`src/rtl/pdua_pkg.sv`:
```
// Shared definitions for the PDUA hardwired control unit: FSM states,
// opcode map, ALU operation codes, register-bank addresses and the
// control-word structure driven to the datapath every clock.
package pdua_pkg;

  typedef enum logic [2:0] {
    S_INIT,
    S_FA,
    S_FM,
    S_FI,
    S_EX1,
    S_EX2,
    S_EX3,
    S_HALT
  } state_e;

  // Opcodes (5-bit IR field)
  localparam logic [4:0] OP_NOP       = 5'b00000;
  localparam logic [4:0] OP_MOV_ACC_A = 5'b00001;
  localparam logic [4:0] OP_MOV_A_ACC = 5'b00010;
  localparam logic [4:0] OP_LD        = 5'b00011;  // MOV ACC,[DPTR]
  localparam logic [4:0] OP_ST        = 5'b00100;  // MOV [DPTR],ACC
  localparam logic [4:0] OP_ADD       = 5'b00101;
  localparam logic [4:0] OP_AND       = 5'b00110;
  localparam logic [4:0] OP_NOT       = 5'b00111;
  localparam logic [4:0] OP_SHL       = 5'b01000;
  localparam logic [4:0] OP_SHR       = 5'b01001;
  localparam logic [4:0] OP_JMP       = 5'b01010;
  localparam logic [4:0] OP_JZ        = 5'b01011;
  localparam logic [4:0] OP_JN        = 5'b01100;
  localparam logic [4:0] OP_JC        = 5'b01101;
  localparam logic [4:0] OP_JP        = 5'b01110;
  localparam logic [4:0] OP_HALT      = 5'b11111;

  // ALU operations; operand A is always ACC, operand B is BusB
  localparam logic [2:0] ALU_PASS  = 3'b000;
  localparam logic [2:0] ALU_ADD   = 3'b001;
  localparam logic [2:0] ALU_AND   = 3'b010;
  localparam logic [2:0] ALU_NOT   = 3'b011;
  localparam logic [2:0] ALU_INC   = 3'b100;
  localparam logic [2:0] ALU_SHL   = 3'b101;
  localparam logic [2:0] ALU_SHR   = 3'b110;

  // Register-bank map
  localparam logic [2:0] R_PC   = 3'd0;
  localparam logic [2:0] R_SP   = 3'd1;
  localparam logic [2:0] R_DPTR = 3'd2;
  localparam logic [2:0] R_A    = 3'd3;
  localparam logic [2:0] R_AVI  = 3'd4;
  localparam logic [2:0] R_TEMP = 3'd5;
  localparam logic [2:0] R_ONE  = 3'd6;
  localparam logic [2:0] R_ACC  = 3'd7;

  typedef struct packed {
    logic       wr_rdn;
    logic       enaf;
    logic [2:0] selop;
    logic [1:0] shamt;
    logic       bank_wr_en;
    logic [2:0] busb_addr;
    logic [2:0] busc_addr;
    logic       busb_mdr_sel;
    logic       sclr;
    logic       ir_en;
    logic       mar_en;
    logic       mdr_en;
    logic       mdr_alu_n;
    logic       halted;
  } ctrl_t;

  function automatic logic is_jump(input logic [4:0] op);
    return (op >= OP_JMP) && (op <= OP_JP);
  endfunction

  // Branch condition; JMP is unconditional
  function automatic logic jump_taken(input logic [4:0] op,
                                      input logic c, input logic n,
                                      input logic p, input logic z);
    logic t;
    t = 1'b0;
    case (op)
      OP_JMP:  t = 1'b1;
      OP_JZ:   t = z;
      OP_JN:   t = n;
      OP_JC:   t = c;
      OP_JP:   t = p;
      default: t = 1'b0;
    endcase
    return t;
  endfunction

  function automatic logic is_defined(input logic [4:0] op);
    return (op <= OP_JP) || (op == OP_HALT);
  endfunction

endpackage

```
`src/rtl/pdua_ctrl_decode.sv`:
```
// Combinational decode of (state, opcode, flags, mem_ready) into the
// datapath control word. Memory-wait states only drive the bus direction
// and MDR source; mdr_en pulses in the cycle the memory reports ready.
module pdua_ctrl_decode
  import pdua_pkg::*;
(
  input  state_e     state_i,
  input  logic [4:0] opcode_i,
  input  logic       mem_ready_i,
  input  logic       c_i,
  input  logic       n_i,
  input  logic       p_i,
  input  logic       z_i,
  output ctrl_t      ctrl_o
);

  // Control word for the current state
  always_comb begin
    // NOTE: every field defaults to 0 first, so no path can infer a latch.
    ctrl_o = '0;
    unique case (state_i)
      S_INIT: ctrl_o.sclr = 1'b1;
      S_FA: begin
        ctrl_o.busb_addr = R_PC;
        ctrl_o.selop     = ALU_PASS;
        ctrl_o.mar_en    = 1'b1;
      end
      S_FM: begin
        ctrl_o.mdr_alu_n = 1'b1;
        ctrl_o.mdr_en    = mem_ready_i;
      end
      S_FI: begin
        ctrl_o.ir_en      = 1'b1;
        ctrl_o.busb_addr  = R_PC;
        ctrl_o.selop      = ALU_INC;
        ctrl_o.busc_addr  = R_PC;
        ctrl_o.bank_wr_en = 1'b1;
      end
      S_EX1: begin
        case (opcode_i)
          OP_MOV_ACC_A: begin
            ctrl_o.busb_addr  = R_A;
            ctrl_o.busc_addr  = R_ACC;
            ctrl_o.selop      = ALU_PASS;
            ctrl_o.bank_wr_en = 1'b1;
            ctrl_o.enaf       = 1'b1;
          end
          OP_MOV_A_ACC: begin
            ctrl_o.busb_addr  = R_ACC;
            ctrl_o.busc_addr  = R_A;
            ctrl_o.selop      = ALU_PASS;
            ctrl_o.bank_wr_en = 1'b1;
          end
          OP_LD, OP_ST: begin
            ctrl_o.busb_addr = R_DPTR;
            ctrl_o.selop     = ALU_PASS;
            ctrl_o.mar_en    = 1'b1;
          end
          OP_ADD, OP_AND: begin
            ctrl_o.busb_addr  = R_A;
            ctrl_o.selop      = (opcode_i == OP_ADD) ? ALU_ADD : ALU_AND;
            ctrl_o.busc_addr  = R_ACC;
            ctrl_o.bank_wr_en = 1'b1;
            ctrl_o.enaf       = 1'b1;
          end
          OP_NOT, OP_SHL, OP_SHR: begin
            ctrl_o.busb_addr  = R_ACC;
            ctrl_o.busc_addr  = R_ACC;
            ctrl_o.bank_wr_en = 1'b1;
            ctrl_o.enaf       = 1'b1;
            if (opcode_i == OP_NOT) begin
              ctrl_o.selop = ALU_NOT;
            end else begin
              ctrl_o.selop = (opcode_i == OP_SHL) ? ALU_SHL : ALU_SHR;
              ctrl_o.shamt = 2'b01;
            end
          end
          OP_JMP, OP_JZ, OP_JN, OP_JC, OP_JP: begin
            ctrl_o.busb_addr = R_PC;
            if (jump_taken(opcode_i, c_i, n_i, p_i, z_i)) begin
              // Point MAR at the operand byte
              ctrl_o.selop  = ALU_PASS;
              ctrl_o.mar_en = 1'b1;
            end else begin
              // Skip the operand byte
              ctrl_o.selop      = ALU_INC;
              ctrl_o.busc_addr  = R_PC;
              ctrl_o.bank_wr_en = 1'b1;
            end
          end
          default: ;
        endcase
      end
      S_EX2: begin
        if (opcode_i == OP_ST) begin
          ctrl_o.busb_addr = R_ACC;
          ctrl_o.selop     = ALU_PASS;
          ctrl_o.mdr_en    = 1'b1;
        end else begin
          // Operand/data read, held until memory is ready
          ctrl_o.mdr_alu_n = 1'b1;
          ctrl_o.mdr_en    = mem_ready_i;
        end
      end
      S_EX3: begin
        if (opcode_i == OP_ST) begin
          ctrl_o.wr_rdn = 1'b1;
        end else begin
          ctrl_o.busb_mdr_sel = 1'b1;
          ctrl_o.selop        = ALU_PASS;
          ctrl_o.bank_wr_en   = 1'b1;
          ctrl_o.busc_addr    = (opcode_i == OP_LD) ? R_ACC : R_PC;
          ctrl_o.enaf         = (opcode_i == OP_LD);
        end
      end
      S_HALT: ctrl_o.halted = 1'b1;
      default: ;
    endcase
  end

endmodule

```
`src/rtl/pdua_control_unit.sv`:
```
// PDUA hardwired control unit: state register and next-state logic;
// the control word comes from pdua_ctrl_decode.
// Build option: define PDUA_ILLEGAL_TRAP_EN to trap undefined opcodes
// into S_HALT and expose the illegal_op output.
module pdua_control_unit
  import pdua_pkg::*;
#(
  parameter int ADDR_WIDTH = 3,
  parameter int OPC_WIDTH  = 5
) (
  input  logic                  clk,
  input  logic                  rst,
  input  logic                  mem_ready,
  input  logic [OPC_WIDTH-1:0]  opcode,
  input  logic                  C,
  input  logic                  N,
  input  logic                  P,
  input  logic                  Z,
  output logic                  wr_rdn,
  output logic                  enaf,
  output logic [2:0]            selop,
  output logic [1:0]            shamt,
  output logic                  bank_wr_en,
  output logic [ADDR_WIDTH-1:0] BusB_addr,
  output logic [ADDR_WIDTH-1:0] BusC_addr,
  output logic                  busb_mdr_sel,
  output logic                  sclr,
  output logic                  ir_en,
  output logic                  mar_en,
  output logic                  mdr_en,
  output logic                  mdr_alu_n,
  output logic                  halted
`ifdef PDUA_ILLEGAL_TRAP_EN
  ,
  output logic                  illegal_op
`endif
);

  state_e     state_q, state_d;
  logic [4:0] op_w;
  ctrl_t      ctrl_w;

  assign op_w = 5'(opcode);

  // State register; reset aborts any instruction in flight
  always_ff @(posedge clk or negedge rst) begin
    // NOTE: sequential state uses non-blocking assignments only.
    if (!rst) state_q <= S_INIT;
    else      state_q <= state_d;
  end

  // Next-state logic
  always_comb begin
    state_d = state_q;
    unique case (state_q)
      S_INIT: state_d = S_FA;
      S_FA:   state_d = S_FM;
      S_FM:   if (mem_ready) state_d = S_FI;
      S_FI:   state_d = S_EX1;
      S_EX1: begin
        state_d = S_FA;
        if (op_w == OP_LD || op_w == OP_ST) begin
          state_d = S_EX2;
        end else if (is_jump(op_w) && jump_taken(op_w, C, N, P, Z)) begin
          state_d = S_EX2;
        end else if (op_w == OP_HALT) begin
          state_d = S_HALT;
        end
`ifdef PDUA_ILLEGAL_TRAP_EN
        else if (!is_defined(op_w)) begin
          state_d = S_HALT;
        end
`endif
      end
      // Store loads MDR unconditionally; reads wait for memory
      S_EX2:  if (op_w == OP_ST || mem_ready) state_d = S_EX3;
      // Store write waits for memory; other EX3 cycles are single
      S_EX3:  if (op_w != OP_ST || mem_ready) state_d = S_FA;
      S_HALT: state_d = S_HALT;
      default: state_d = S_INIT;
    endcase
  end

  pdua_ctrl_decode u_decode (
    .state_i     (state_q),
    .opcode_i    (op_w),
    .mem_ready_i (mem_ready),
    .c_i         (C),
    .n_i         (N),
    .p_i         (P),
    .z_i         (Z),
    .ctrl_o      (ctrl_w)
  );

  assign wr_rdn       = ctrl_w.wr_rdn;
  assign enaf         = ctrl_w.enaf;
  assign selop        = ctrl_w.selop;
  assign shamt        = ctrl_w.shamt;
  assign bank_wr_en   = ctrl_w.bank_wr_en;
  assign BusB_addr    = ADDR_WIDTH'(ctrl_w.busb_addr);
  assign BusC_addr    = ADDR_WIDTH'(ctrl_w.busc_addr);
  assign busb_mdr_sel = ctrl_w.busb_mdr_sel;
  assign sclr         = ctrl_w.sclr;
  assign ir_en        = ctrl_w.ir_en;
  assign mar_en       = ctrl_w.mar_en;
  assign mdr_en       = ctrl_w.mdr_en;
  assign mdr_alu_n    = ctrl_w.mdr_alu_n;
  assign halted       = ctrl_w.halted;

`ifdef PDUA_ILLEGAL_TRAP_EN
  logic illegal_q;
  logic illegal_now;

  assign illegal_now = (state_q == S_EX1) && !is_defined(op_w);

  // Remember the trap cause while halted
  always_ff @(posedge clk or negedge rst) begin
    if (!rst)             illegal_q <= 1'b0;
    else if (illegal_now) illegal_q <= 1'b1;
  end

  assign illegal_op = illegal_q | illegal_now;
`endif

endmodule

```
`config.mk`:
```
export PLATFORM = sky130hd
export DESIGN_NAME = pdua_control_unit
export DESIGN_NICKNAME = d
export VERILOG_FILES = /design/src/rtl/pdua_pkg.sv /design/src/rtl/pdua_ctrl_decode.sv /design/src/rtl/pdua_control_unit.sv
export SDC_FILE = /design/constraint.sdc
export NUM_CORES = 1
export LEC_CHECK = 0
export CAP_MARGIN = 20
export CORE_MARGIN = 4
export CORE_UTILIZATION = 30
export CTS_CLUSTER_DIAMETER = 40
export DETAILED_ROUTE_END_ITERATION = 6
export MAX_ROUTING_LAYER = met4
export PLACE_DENSITY = 0.67
export RECOVER_POWER = 25
export SLEW_MARGIN = 5
export SYNTH_ARGS = -nofsm -noshare
export SYNTH_HDL_FRONTEND = slang
export SYNTH_SLANG_ARGS = --single-unit
```
`constraint.sdc`:
```
create_clock -name clk -period 7.5 [get_ports clk]
set_clock_uncertainty 0.2 [all_clocks]
set_input_delay 1.875 -clock clk [delete_from_list [all_inputs] [get_ports clk]]
set_output_delay 1.875 -clock clk [all_outputs]
set_load 0.02 [all_outputs]
```
==> impl_results.md, run 1 <==
* Crit path max fanout at 14
* Die Width at 56.4 um
* CTS-repair resized insts at 0
* Synth top area cells: dfrtp_1, nor2b_1, o21ai_0
* RSZ-0062 raised after global routing: no
* Total wire length at about 2100 um
* Die area at ~3200 um2
* Dominant synthesized flop cell: dfrtp_1
* Initial DRC Count at 26
* Worst setup path category: input pin to output pin
* Area after DPL at approximately 1000 um2
* Worst EP arrival at about 4.3 ns
* Largest reg by FF count: state_q
* Total CTS buffers at 3
* Setup TNS at 0 ns
* VDD IR max at roughly 0.094 mV
* Status: finished clean
* # IOs at 33
* Post-DRT Antenna Nets at 0
* Worst Setup End Kind: output pin
* CTS tree: done
* Fin crit share at 85.5%
* Clk_lat worst skew at 0.23 ns
* Core ar. at 2210 um2
* Area of the multi-input gates at approximately 560 um2
* Post-route design area at just over 1000 um2
* Via count at between 800 and 900
* Most frequent cells in the layout: clkdlybuf4s50_1, nor2_1, o21ai_0, nor2b_1, nand2_1
* Yosys warning total at 0
* Vias in the first global route at 784
* Switching component of the power at 0.0189 mW
* Rows at 17
* Vias/cell at approximately 5.4
* Layout cells sized above 1 at under 10%
* Avg WL per Cell at ~14 um
* Total global routing overflow at 0
* P_leak at between 0.3 and 0.4 nW
* Layout Cells excl Fill at between 150 and 200
* FILL cells at 238
* Root Driver: clkbuf_4
* Async SR Flop Fraction at between 90% and 100%
* Wire length of the first global-routing pass at ~3600 um
* Top Registers: state_q x3
* Final Net Count at 140
* Combinational power share at between 30% and 40%
* Hold_buf cts at 0
* Die height at about 56 um
* Worst Setup Start Kind: input pin
* Final hold viol count at 0
* N_diodes at 0
* Synthesized flop and latch total at 3
* Post-CTS Setup Bufs at 0
* Largest net degree at the start of global routing at 17
* Synth area leader: dfrtp_1
* Clock Power Share at between 40 and 50%
* Register area at around 75 um2
* Commonest non-fill, non-tap cell in the layout: clkdlybuf4s50_1
* GPL Wtd Cong at 0.873
* Max-slew violations at 0
* PwrDens at about 63 nW/um2
* Port buffer count at 31
* Sequential Power Share at 25.3%
* Clock transition at the registers of the reported paths at 0.04 ns
* Synth top area share at between 10% and 20%
* Net Sw Frac at ~29%
* Minimum clock period at ~6.4 ns
* # setup viols final at 0
* Initial antenna violation count at 0
* Clk buf depth at 2
* Cell count after placement at about 150
* H-tree levels at 1
* Starting Density at between 30% and 40%
* Post-synth EDFFs at 0
* Power Internal at 0.0454 mW
* Register area share after synthesis at approximately a tenth
* WP data required at roughly 5.4 ns
* Worst hold slack at around 0.54 ns
* Synth Instances at approximately 100
* Tot GR Track Use at 14.4%
* Clock Sinks at 3
* Synthesized area per cell at about 7.0 um2
* Synth-to-layout area growth at 46.1%
* Residual DRC count at 0
* Post-DP HPWL at around 1600 um
* Max reg flops at 3
* Tightest Hold Check Type: flip-flop to flip-flop
* Syn nets at 113
* Mapped cell area at approximately 700 um2
* Synth cell types at 44
* Peak Freq at roughly 160 MHz
* Drt pass-1 iters at 4
* Max cap viols at 0
synth_stat cells, types with 2 or more instances:
library cell	n
dfrtp_1	3
a41oi_1	2
nand3b_1	5
and3_1	4
inv_1	5
nor3_1	3
o22ai_1	2
nand2b_1	2
nor2_1	8
nand2_1	6
buf_4	2
buf_2	5
a22oi_1	2
a211o_1	2
nor2b_1	7
nand3_1	3
clkbuf_1	2
nand4b_1	2
o21ai_0	8
a21oi_1	4
cell type report:
class / count / share of cell area (%)
sequential: 3 / 7.31
clock buffer: 4 / 2.56
inverter: 5 / 1.83
tap: 28 / 3.41
timing repair buffer: 31 / 30.2
multi-input combinational: 84 / 54.7
per-layer routing:
| metal | global-route usage (%) | part of all wire [%] |
|---|---|---|
| met5 | - | 0 |
| met4 | 7.12 | 1.7 |
| met1 | 20.4 | 49 |
| met2 | 19.5 | 42 |
| met3 | 2.07 | 6.8 |
through the flow:
step / utilization (%) / power (mW) / worst slack (ns)
4_1_cts: 46.4 / 0.0659 / 1.17
2_1_floorplan: - / 0.0282 / 2.10
3_5_place_dp: 45.2 / 0.0363 / 1.17
6_report: 46.4 / 0.0643 / 1.09
5_1_grt: 46.4 / 0.0704 / 0.981
3_3_place_gp: 45.2 / 0.0363 / 1.18
critical path: stages:
cell and delay, ns:
dlygate4sd3_1 0.79, or2b_1 0.28, a2111o_1 0.41, and3_1 0.19
o22ai_1 0.15, clkdlybuf4s50_1 0.64
final timing paths:
| kind | cells after the start | to | slack, ns | from |
|---|---|---|---|---|
| max in group asynchronous | 1 | state_q[0]$_DFFE_PN0P_ | 5.27 | rst |
| setup / recovery | 6 | mar_en | 1.09 | opcode[1] |
| hold reg to reg | 1 | state_q[1]$_DFFE_PN0P_ | 0.54 | state_q[2]$_DFFE_PN0P_ |
| hold / removal | 1 | state_q[1]$_DFFE_PN0P_ | 0.54 | state_q[2]$_DFFE_PN0P_ |
| setup reg to reg | 3 | state_q[1]$_DFFE_PN0P_ | 6.00 | state_q[1]$_DFFE_PN0P_ |
| min in group asynchronous | 1 | state_q[2]$_DFFE_PN0P_ | 1.69 | rst |
kinds of logic after synthesis:
family                 synth area share (%)
other                                 0.533
XOR/XNOR                               1.25
AND/OR/NAND/NOR                        43.8
multiplexers                           1.42
buffers and inverters                  9.43
flip-flops                             10.7
AO/OA/AOI/OAI                          32.9
power groups by stage:
stage | registers (mW) | clock network, mW | logic (mW)
2_1_floorplan | 0.0165 | 0 | 0.0117
3_3_place_gp | 0.0165 | 0 | 0.0199
3_5_place_dp | 0.0165 | 0 | 0.0198
4_1_cts | 0.0163 | 0.0297 | 0.0200
5_1_grt | 0.0163 | 0.0321 | 0.0220
6_report | 0.0163 | 0.0281 | 0.0200
Power figures use the tool's default switching activity.
==> run 2: changes to the inputs <==
--- a/config.mk
+++ b/config.mk
@@ -10,6 +10,7 @@
 export CORE_UTILIZATION = 30
 export CTS_CLUSTER_DIAMETER = 40
 export DETAILED_ROUTE_END_ITERATION = 6
+export GPL_ROUTABILITY_DRIVEN = 0
 export MAX_ROUTING_LAYER = met4
 export PLACE_DENSITY = 0.67
 export RECOVER_POWER = 25
==> constraint.sdc (replaced) <==
create_clock -name clk -period 6.43 [get_ports clk]
set_clock_uncertainty 0.2 [all_clocks]
set_input_delay 1.6075 -clock clk [delete_from_list [all_inputs] [get_ports clk]]
set_output_delay 1.6075 -clock clk [all_outputs]
set_load 0.02 [all_outputs]
==> run 2 against run 1 <==
Against the previous run:
- critical endpoint unchanged
- highest routed layer unchanged
- final area stayed put
- cell count stayed put
- via count is 1.8% higher
==> impl_results.md, run 2 (synthesized netlist as in run 1, its figures left out) <==
* Rows at 17
* Residual DRC count at 0
* Area of the multi-input gates at 562 um2
* Met2 WL at between 900 and 1000 um
* Die area at ~3200 um2
* Worst EP arrival at between 4 and 5 ns
* Power Total at around 0.075 mW
* Post-CTS Setup Bufs at 0
* Clk_lat worst skew at ~0.23 ns
* # IOs at 33
* FILL cells at roughly 250
* Clock Sinks at 3
* Register area at between 70 and 80 um2
* Max Used Layer: met4
* Total CTS buffers at 3
* Initial DRC Count at 36
* Max-slew violations at 0
* Worst-margin pin slew at approximately 0.51 ns
* Largest net degree at the start of global routing at 17
* Worst Setup End Kind: output pin
* VDD IR max at 0.0753 mV
* Initial antenna violation count at 0
* Total wire length at ~2200 um
* Top Registers: state_q x3
* CTS-repair resized insts at 0
* Max reg flops at 3
* Hold_buf cts at 0
* Core ar. at about 2200 um2
* Post-DP HPWL at around 1600 um
* Final Net Count at 140
* Die height at 56.4 um
* Vias/cell at 5.53
* Clock transition at the registers of the reported paths at ~0.04 ns
* WP data required at 4.62 ns
* N_diodes at 0
* Post-DRT Antenna Nets at 0
* Status: finished clean
* Minimum clock period at 5.90 ns
* PwrDens at ~73 nW/um2
* Commonest non-fill, non-tap cell in the layout: clkdlybuf4s50_1
* Clk buf depth at 2
* Final hold viol count at 0
* Root Driver: clkbuf_4
* Starting Density at 31.8%
* Vias in the first global route at 833
* Tot GR Track Use at about 15%
* Fin crit share at between 90% and 100%
* Via count at approximately 860
* Wire length on met1 at roughly 1100 um
* Slew margin rel. at roughly 66%
* Final core utilization at 46.4%
* RSZ-0062 raised after global routing: no
* WL met3 at 152 um
* Die Width at 56.4 um
* Wire length of the first global-routing pass at about 3800 um
* Worst Setup Start Kind: input pin
* Tightest Hold Check Type: flip-flop to flip-flop
* Peak Freq at about 170 MHz
* Setup TNS at 0 ns
* Total global routing overflow at 0
* Synth-to-layout area growth at 46.1%
* # setup viols final at 0
* Port buffer count at 31
* Worst hold slack at 0.544 ns
* P_leak at roughly 0.36 nW
* Most frequent cells in the layout: clkdlybuf4s50_1, nor2_1, o21ai_0, nor2b_1, nand2_1
* Max cap viols at 0
* Avg WL per Cell at 14.2 um
* Layout cells sized above 1 at roughly 7.9%
* Worst setup path category: input pin to output pin
* Crit path max fanout at 14
* H-tree levels at 1
* Drt pass-1 iters at 4
* Largest reg by FF count: state_q
* CTS tree: done
## run 2: report_power, final
group	internal [mW]	switching, mW	total, mW
registers	0.0190	0	0.0190
logic	0.0107	0.0127	0.0234
clock network	0.0232	0.00947	0.0327
## run 2: path summary, 6_finish.rpt
check | start | to | slack [ns] | depth (start not counted)
worst max-delay path | opcode[1] | mar_en | 0.53 | 6
worst min-delay path | state_q[2]$_DFFE_PN0P_ | state_q[1]$_DFFE_PN0P_ | 0.54 | 1
worst max register to register | state_q[1]$_DFFE_PN0P_ | state_q[1]$_DFFE_PN0P_ | 4.91 | 3
worst min register to register | state_q[2]$_DFFE_PN0P_ | state_q[1]$_DFFE_PN0P_ | 0.54 | 1
max in group asynchronous | rst | state_q[0]$_DFFE_PN0P_ | 4.47 | 1
min in group asynchronous | rst | state_q[2]$_DFFE_PN0P_ | 1.42 | 1
## run 2: critical path, stage by stage
cell             delay, ns
dlygate4sd3_1         0.80
or2b_1                0.29
a2111o_1              0.42
and3_1                0.18
o22ai_1               0.15
clkdlybuf4s50_1       0.64
## run 2: per-layer routing
metal / up-vias / track usage, %
met3: 2 / 3.22
met1: 395 / 18.8
li1: 422 / -
met4: 0 / 5.08
met5: - / -
met2: 38 / 22.4
## run 2: final cells by class
| class | instances | area share (%) |
|---|---|---|
| Multi-Input combinational cell | 84 | 54.7 |
| Timing Repair Buffer | 31 | 30.2 |
| Sequential cell | 3 | 7.31 |
| Inverter | 5 | 1.83 |
| Tap cell | 28 | 3.41 |
| Clock buffer | 4 | 2.56 |
## run 2: stage by stage
stage / setup WS (ns) / std cells / instance area [um2]
after detailed placement: 0.620 / 151 / 1000
final: 0.534 / 155 / 1030
after global placement: 0.647 / 151 / 1000
after global routing: 0.424 / 155 / 1030
after floorplan: 1.56 / 101 / 703
after CTS: 0.620 / 155 / 1030
==> run 3: changes to the inputs <==
--- a/config.mk
+++ b/config.mk
@@ -12,7 +12,7 @@
 export DETAILED_ROUTE_END_ITERATION = 6
 export GPL_ROUTABILITY_DRIVEN = 0
 export MAX_ROUTING_LAYER = met4
-export PLACE_DENSITY = 0.67
+export PLACE_DENSITY = 0.69
 export RECOVER_POWER = 25
 export SLEW_MARGIN = 5
 export SYNTH_ARGS = -nofsm -noshare
==> constraint.sdc (replaced) <==
create_clock -name clk -period 5 [get_ports clk]
set_clock_uncertainty 0.2 [all_clocks]
set_input_delay 1.25 -clock clk [delete_from_list [all_inputs] [get_ports clk]]
set_output_delay 1.25 -clock clk [all_outputs]
set_load 0.02 [all_outputs]
==> run 3 against run 2 <==
Against the previous run:
- first-iteration DRC count is 50% lower
- sequential power rose by 28%
- core utilization increased by 3.3 points
- critical endpoint is now BusB_addr[2]
- sequential share of layout area decreased by 0.48 points
- hold slack worse by 0.0024 ns
- global-route usage rose by 1.2 points
==> impl_results.md, run 3 (synthesized netlist as in run 1, its figures left out) <==
* Worst hold slack at between 0.5 and 0.6 ns
* Clk buf depth at 2
* Starting Density at roughly a third
* Vias/cell at between 5 and 6
* Max-slew violations at 0
* RSZ-0062 raised after global routing: no
* Die height at roughly 56 um
* Residual DRC count at 0
* Max reg flops at 3
* Core ar. at 2210 um2
* Most frequent cells in the layout: clkdlybuf4s50_1, nor2_1, o21ai_0, buf_4, nor2b_1
* Crit path max fanout at 6
* Avg WL per Cell at between 10 and 15 um
* Wire length of the first global-routing pass at 4060 um
* Total global routing overflow at 0
* Drt pass-1 iters at 4
* Post-DRT Antenna Nets at 0
* Die area at around 3200 um2
* Worst EP arrival at 3.44 ns
* WP data required at between 3 and 4 ns
* Max cap viols at 0
* CTS tree: done
* Die Width at 56.4 um
* Root Driver: clkbuf_4
* Clock transition at the registers of the reported paths at roughly 0.040 ns
* Vias in the first global route at between 800 and 900
* Worst setup path category: input pin to output pin
* Via count at 875
* # IOs at 33
* Clk_lat worst skew at 0.23 ns
* P_leak at 0.484 nW
* # setup viols final at 0
* VDD IR max at between 0.15 and 0.2 mV
* Largest reg by FF count: state_q
* Setup TNS at 0 ns
* Layout cells sized above 1 at between 10% and 20%
* Slew margin rel. at between 60 and 70%
* Rows at 17
* Total CTS buffers at 3
* FILL cells at roughly 230
* Worst Setup End Kind: output pin
* Post-DP HPWL at 1770 um
* Synth-to-layout area growth at 56.4%
* Final hold viol count at 0
* Status: finished clean
* Worst-margin pin slew at 0.514 ns
* Clock Sinks at 3
* H-tree levels at 1
* Peak Freq at 204 MHz
* Final Net Count at 148
* Minimum clock period at roughly 4.9 ns
* Initial DRC Count at 18
* Commonest non-fill, non-tap cell in the layout: clkdlybuf4s50_1
* N_diodes at 0
* Fin crit share at around 100%
* PwrDens at about 90 nW/um2
* Largest net degree at the start of global routing at 17
* Tot GR Track Use at 15.8%
* Total wire length at 2320 um
* Initial antenna violation count at 0
* Tightest Hold Check Type: flip-flop to flip-flop
* Worst Setup Start Kind: input pin
* Port buffer count at 31
* Top Registers: state_q x3
-- run 3: critical path: stages --
cell	delay, ns
clkdlybuf4s50_1	0.48
or4_4	0.59
or2_4	0.28
o22ai_1	0.20
clkdlybuf4s50_1	0.64
-- run 3: cell type report --
type	instances	area, um2	share of cell area (%)
timing repair buffer	39	383	34.8
multi-input combinational	84	562	51.1
tap	28	35.0	3.19
inverter	5	18.8	1.71
sequential	3	75.1	6.83
clock buffer	4	26.3	2.39
-- run 3: where the power goes --
group	switching, mW	leakage [nW]	internal [mW]
logic	0.0175	0.443	0.0172
clock network	0.0128	0.0150	0.0299
registers	0	0.0262	0.0244
-- run 3: per-stage QoR --
stage	instance area [um2]	worst slack, ns	power (mW)	std cells	utilization [%]
2_1_floorplan	703	0.847	0.0422	101	-
3_3_place_gp	1060	0.109	0.0585	159	48.0
3_5_place_dp	1060	0.106	0.0588	159	48.0
4_1_cts	1090	0.0891	0.103	163	49.2
5_1_grt	1100	0.0108	0.110	163	49.7
6_report	1100	0.105	0.102	163	49.7
-- run 3: worst paths after layout --
kind	start	to	slack (ns)	cells past startpoint
worst min-delay path	state_q[2]$_DFFE_PN0P_	state_q[1]$_DFFE_PN0P_	0.54	1
worst max-delay path	opcode[1]	BusB_addr[2]	0.11	5
min in group asynchronous	rst	state_q[1]$_DFFE_PN0P_	1.07	1
worst min register to register	state_q[2]$_DFFE_PN0P_	state_q[1]$_DFFE_PN0P_	0.54	1
worst max register to register	state_q[1]$_DFFE_PN0P_	state_q[1]$_DFFE_PN0P_	3.51	3
max in group asynchronous	rst	state_q[2]$_DFFE_PN0P_	3.39	1
-- run 3: per-layer routing --
| metal | wire, um | track usage, % | up-vias | share of wire [%] |
|---|---|---|---|---|
| met5 | 0 | - | - | 0 |
| met4 | 0 | 2.03 | 0 | 0 |
| met3 | 143 | 5.06 | 0 | 6.2 |
| met2 | 1020 | 24.5 | 29 | 44 |
| met1 | 1160 | 20.6 | 404 | 50 |
| li1 | - | - | 442 | - |
-- run 3: timing repair --
action / in CTS / in global routing
buffers inserted: 0 / 0
resized for setup: 0 / 5
setup endpoints to repair: 0 / 5
hold buffers: 0 / 0
